### config.mk
export PLATFORM = sky130hd
export DESIGN_NAME = mem_port_arbiter
export DESIGN_NICKNAME = d
export VERILOG_FILES = /design/src/rtl/mem_port_arbiter.sv
export SDC_FILE = /design/constraint.sdc
export NUM_CORES = 1
export LEC_CHECK = 0
export ABC_CLOCK_PERIOD_IN_PS = 3900
export CAP_MARGIN = 20
export CORE_MARGIN = 5
export CORE_UTILIZATION = 34
export CTS_CLUSTER_DIAMETER = 30
export DETAILED_ROUTE_END_ITERATION = 8
export HOLD_SLACK_MARGIN = 0.15
export PLACE_DENSITY = 0.82
export RECOVER_POWER = 25
export SLEW_MARGIN = 20
export SYNTH_ARGS = -nofsm -noshare
export SYNTH_HDL_FRONTEND = slang
export SYNTH_SLANG_ARGS = --single-unit
### constraint.sdc
create_clock -name clk -period 3.9 [get_ports clk]
set_clock_uncertainty 0.05 [all_clocks]
set_input_delay 0.78 -clock clk [delete_from_list [all_inputs] [get_ports clk]]
set_output_delay 0.78 -clock clk [all_outputs]
set_load 0.05 [all_outputs]
### src/rtl/mem_port_arbiter.sv
// Round-robin arbiter sharing one in-order memory port between two requesters,
// with a tag FIFO that routes each response back to the requester that issued it.
module mem_port_arbiter #(
  parameter  int unsigned Width     = 8,
  parameter  int unsigned AddrWidth = 8,
  parameter  int unsigned TagDepth  = 4,
  localparam int unsigned ReqW      = Width + AddrWidth + 1,
  localparam int unsigned PtrW      = $clog2(TagDepth),
  localparam int unsigned CntW      = PtrW + 1
) (
  input  logic             clk,
  input  logic             resetn,
  input  logic [ReqW-1:0]  req0,
  input  logic             req0_valid,
  output logic             req0_bp,
  input  logic [ReqW-1:0]  req1,
  input  logic             req1_valid,
  output logic             req1_bp,
  output logic [Width-1:0] resp0,
  output logic             resp0_valid,
  input  logic             resp0_bp,
  output logic [Width-1:0] resp1,
  output logic             resp1_valid,
  input  logic             resp1_bp,
  output logic [ReqW-1:0]  mem_req,
  output logic             mem_req_valid,
  input  logic             mem_req_bp,
  input  logic [Width-1:0] mem_resp,
  input  logic             mem_resp_valid,
  output logic             mem_resp_bp,
  output logic [CntW-1:0]  outstanding,
  output logic             err
);

  typedef enum logic {
    ARB_OPEN,
    ARB_HELD
  } arb_state_e;

  arb_state_e state_q, state_d;

  logic            gnt, gnt_q, gnt_d;
  logic            ptr_q, ptr_d;
  logic [PtrW-1:0] wr_q, wr_d, rd_q, rd_d;
  logic [CntW-1:0] cnt_q, cnt_d;
  logic            err_q, err_d;
  logic [TagDepth-1:0] tags_q;

  logic full, empty, accept, have_head, head, pop, bypass, push_fifo, pop_fifo;

  // A stalled request keeps its grant so mem_req cannot change under backpressure.
  always_comb begin
    gnt     = ptr_q;
    state_d = ARB_OPEN;
    if (state_q == ARB_HELD) begin
      gnt = gnt_q;
    end else if (req0_valid ^ req1_valid) begin
      gnt = req1_valid;
    end
    if (mem_req_valid && mem_req_bp) begin
      state_d = ARB_HELD;
    end
  end

  assign full  = (cnt_q == CntW'(TagDepth));
  assign empty = (cnt_q == '0);

  assign mem_req       = gnt ? req1 : req0;
  assign mem_req_valid = (gnt ? req1_valid : req0_valid) & ~full;
  assign req0_bp       = gnt | mem_req_bp | full;
  assign req1_bp       = ~gnt | mem_req_bp | full;
  assign accept        = mem_req_valid & ~mem_req_bp;

  // With an empty FIFO the tag being accepted right now serves a zero-latency response.
  assign have_head = ~empty | accept;
  assign head      = empty ? gnt : tags_q[rd_q];

  assign resp0       = mem_resp;
  assign resp1       = mem_resp;
  assign resp0_valid = mem_resp_valid & have_head & ~head;
  assign resp1_valid = mem_resp_valid & have_head & head;
  assign mem_resp_bp = have_head & (head ? resp1_bp : resp0_bp);

  assign pop       = mem_resp_valid & ~mem_resp_bp & have_head;
  assign bypass    = empty & accept & pop;
  assign push_fifo = accept & ~bypass;
  assign pop_fifo  = pop & ~empty;

  always_comb begin
    gnt_d = gnt;
    ptr_d = accept ? ~gnt : ptr_q;
    wr_d  = push_fifo ? wr_q + PtrW'(1) : wr_q;
    rd_d  = pop_fifo ? rd_q + PtrW'(1) : rd_q;
    cnt_d = cnt_q;
    if (push_fifo && !pop_fifo) begin
      cnt_d = cnt_q + CntW'(1);
    end else if (!push_fifo && pop_fifo) begin
      cnt_d = cnt_q - CntW'(1);
    end
    err_d = err_q | (mem_resp_valid & ~have_head);
  end

  always_ff @(posedge clk) begin
    if (!resetn) begin
      state_q <= ARB_OPEN;
      gnt_q   <= 1'b0;
      ptr_q   <= 1'b0;
      wr_q    <= '0;
      rd_q    <= '0;
      cnt_q   <= '0;
      err_q   <= 1'b0;
    end else begin
      state_q <= state_d;
      gnt_q   <= gnt_d;
      ptr_q   <= ptr_d;
      wr_q    <= wr_d;
      rd_q    <= rd_d;
      cnt_q   <= cnt_d;
      err_q   <= err_d;
    end
  end

  always_ff @(posedge clk) begin
    if (push_fifo) begin
      tags_q[wr_q] <= gnt;
    end
  end

  assign outstanding = cnt_q;
  assign err         = err_q;

endmodule

==> impl_metrics.json <==
{
  "synth_top_area_share_pct": 18.30,
  "dieArea_um2": 4830,
  "synthFlopType": "dfxtp_1",
  "max_freq_ghz": 0.2845,
  "chipHeight_um": 69.50,
  "syn_area_um2": 1204,
  "synth-xor-area-share_pct": 2.911,
  "core_area_um2": 3390,
  "cp_max_fo": 19,
  "worst-endpoint-required_ps": 3070,
  "slew_headroom_pct": 66.18,
  "drtPass1Iterations": 4,
  "grt_pass1_vias": 1147,
  "ys_ff_latch": 15,
  "yosys.area_share.adder_pct": 6.861,
  "drv_cap": 0,
  "top_usage_layer": "met2",
  "cts_resized": 0,
  "critPathCaptureType": "output port",
  "io_buffers": 68,
  "post-dp-hpwl_mm": 2.770,
  "yosys-top-cells-area": "dfxtp_1 18%, buf_4 10%, edfxtp_1 10%",
  "ir_worst_vdd_uv": 332.5,
  "cts_sinks": 15,
  "num_antenna_cells": 0,
  "ant_nets": 0,
  "cts_buffers": 3,
  "hold_class": "flop to flop",
  "drive_gt1_share_pct": 24.02,
  "synth-simple-area-share_pct": 15.38,
  "avgRoutedWirePerCell_um": 15.03,
  "yosys.area.top_type": "dfxtp_1",
  "antenna_found_initial": 0,
  "outcome": "complete, no violations",
  "grt_max_degree": 20,
  "syn_inst": 124,
  "cts_setup_buffers": 0,
  "tns_ps": 0,
  "muxShareOfSynthArea_pct": 21.93,
  "rows": 21,
  "ys_seq_area_share_pct": 28.27,
  "viasPerCell": 4.849,
  "nNetsFinal": 236,
  "clock_tree.root_cell": "clkbuf_4",
  "netlist-cell-type-count": 37,
  "fin_crit_ps": 3514,
  "holdWs_ps": 458.1,
  "area.growth.synth_to_final_pct": 53.33,
  "io_pins": 93,
  "holdBufCountCts": 0,
  "rsz0062_at_grt": "false",
  "met3_usage_pct": 5.217,
  "grt_pass1_wl_mm": 5.409,
  "synth_compound_area_share_pct": 12.27,
  "utilization_pct": 54.45,
  "drc": 0,
  "cp.arrival_ps": 2680,
  "synth.most_common_cell": "buf_4",
  "drt_iter0_markers": 28,
  "use_met1_pct": 15.82,
  "post-route-period-util_pct": 90.11,
  "total_power_mw": 1.003,
  "synthTopCellsByCount": "16 x buf_4, 11 x dfxtp_1, 10 x mux2_2",
  "grt-ovfl-total": 0,
  "power_density_nw_per_um2": 543.3,
  "syn_nets": 180,
  "clock_latency_ps": 280,
  "avgSynthCellArea_um2": 9.707,
  "synth-edff-count": 4,
  "initial_core_util_pct": 35.51,
  "synth_top_family_by_area": "multiplexers",
  "num_vias": 1091,
  "gp_congestion": 0.8479,
  "drt-total-wl_mm": 3.382,
  "yosys_warnings": 0,
  "cts_max_level": 1,
  "crit_type": "input port to output port",
  "hold_viol_final": 0,
  "grt_use_met2_pct": 23.09,
  "clockBufferDepth": 2,
  "grt_use_total_pct": 13.82,
  "post-place-ws_ps": 282.7,
  "cts.clk_slew.worst_paths_ps": 90,
  "cts_tree": "built",
  "worst_slew_pin_slew_ps": 505.7,
  "fp.dieW_um": 69.50,
  "maxSlewViolCount": 0,
  "power.leakage_nw": 0.7478,
  "start_kind": "input port",
  "async_reset_ff_share_pct": 0,
  "setup-violations-final": 0,
  "fin_ws_ps": 385.6
}
## stage by stage
step / std cells / instance area (µm²)
2_1_floorplan: 124 / 1204
3_3_place_gp: 221 / 1818
3_5_place_dp: 221 / 1818
4_1_cts: 225 / 1846
5_1_grt: 225 / 1846
6_report: 225 / 1846
## registers in the layout (all words and copies together) (netlist names)
| signal | cells |
|---|---|
| tags_q | 4 |
| outstanding | 3 |
| rd_q | 2 |
| wr_q | 2 |
| err | 1 |
| gnt_q | 1 |
| ptr_q | 1 |
| state_q | 1 |
## worst max-delay path, cell delays in order
cell and delay (ps):
clkdlybuf4s50_1 510, nor2b_1 250, a211oi_2 100, nor2_2 290
buf_12 200, mux2_1 350, buf_4 200
## path summary, 6_finish.rpt
kind,slack (ps),startpoint,cells after the start,endpoint
max reg2reg,1220,rd_q[0],9,outstanding[2]
min,460,err,2,err
min reg2reg,460,err,2,err
max,390,req1_valid,7,mem_req[2]
## power breakdown
part,leakage (nW),switching (mW),total (mW),internal [mW]
registers,0.127,0.0364,0.230,0.193
logic,0.603,0.401,0.686,0.286
clock network,0.0177,0.0487,0.0867,0.0380
## layer usage
metal,up-vias,share of wire (%),wire [µm]
met2,52,48,1631
met4,0,0.74,25
met5,-,0,0
met3,6,9.5,320
met1,501,42,1405
li1,532,-,-
## placed cells by master, fill, tap and decap left out, types with 4 or more instances in the layout
cell,instances
buf_4,21
mux2_2,10
inv_1,4
mux2_1,7
clkdlybuf4s50_1,45
buf_12,4
edfxtp_1,4
nor2_1,4
nand2_1,9
a21oi_1,4
mux2i_1,5
ha_1,5
dfxtp_1,11
and2_1,9
## cells by family (layout without fill, tap and decap cells)
group / count (synthesis) / after routing
mux: 23 / 23
xor+xnor: 4 / 4
compound gates: 18 / 18
simple gates: 35 / 35
flops: 15 / 15
fa+ha+maj: 6 / 6
buf+inv: 23 / 78
## area by class of cell
cell class,count,area (µm²)
clock buffer,3,22.52
clock inverter,1,5.005
fill,290,1544
inverter,4,15.01
multi-input combinational,86,716.9
sequential,15,340.3
tap,46,57.56
timing repair buffer,70,688.2
Note: power is estimated with default switching activity, not from simulation.
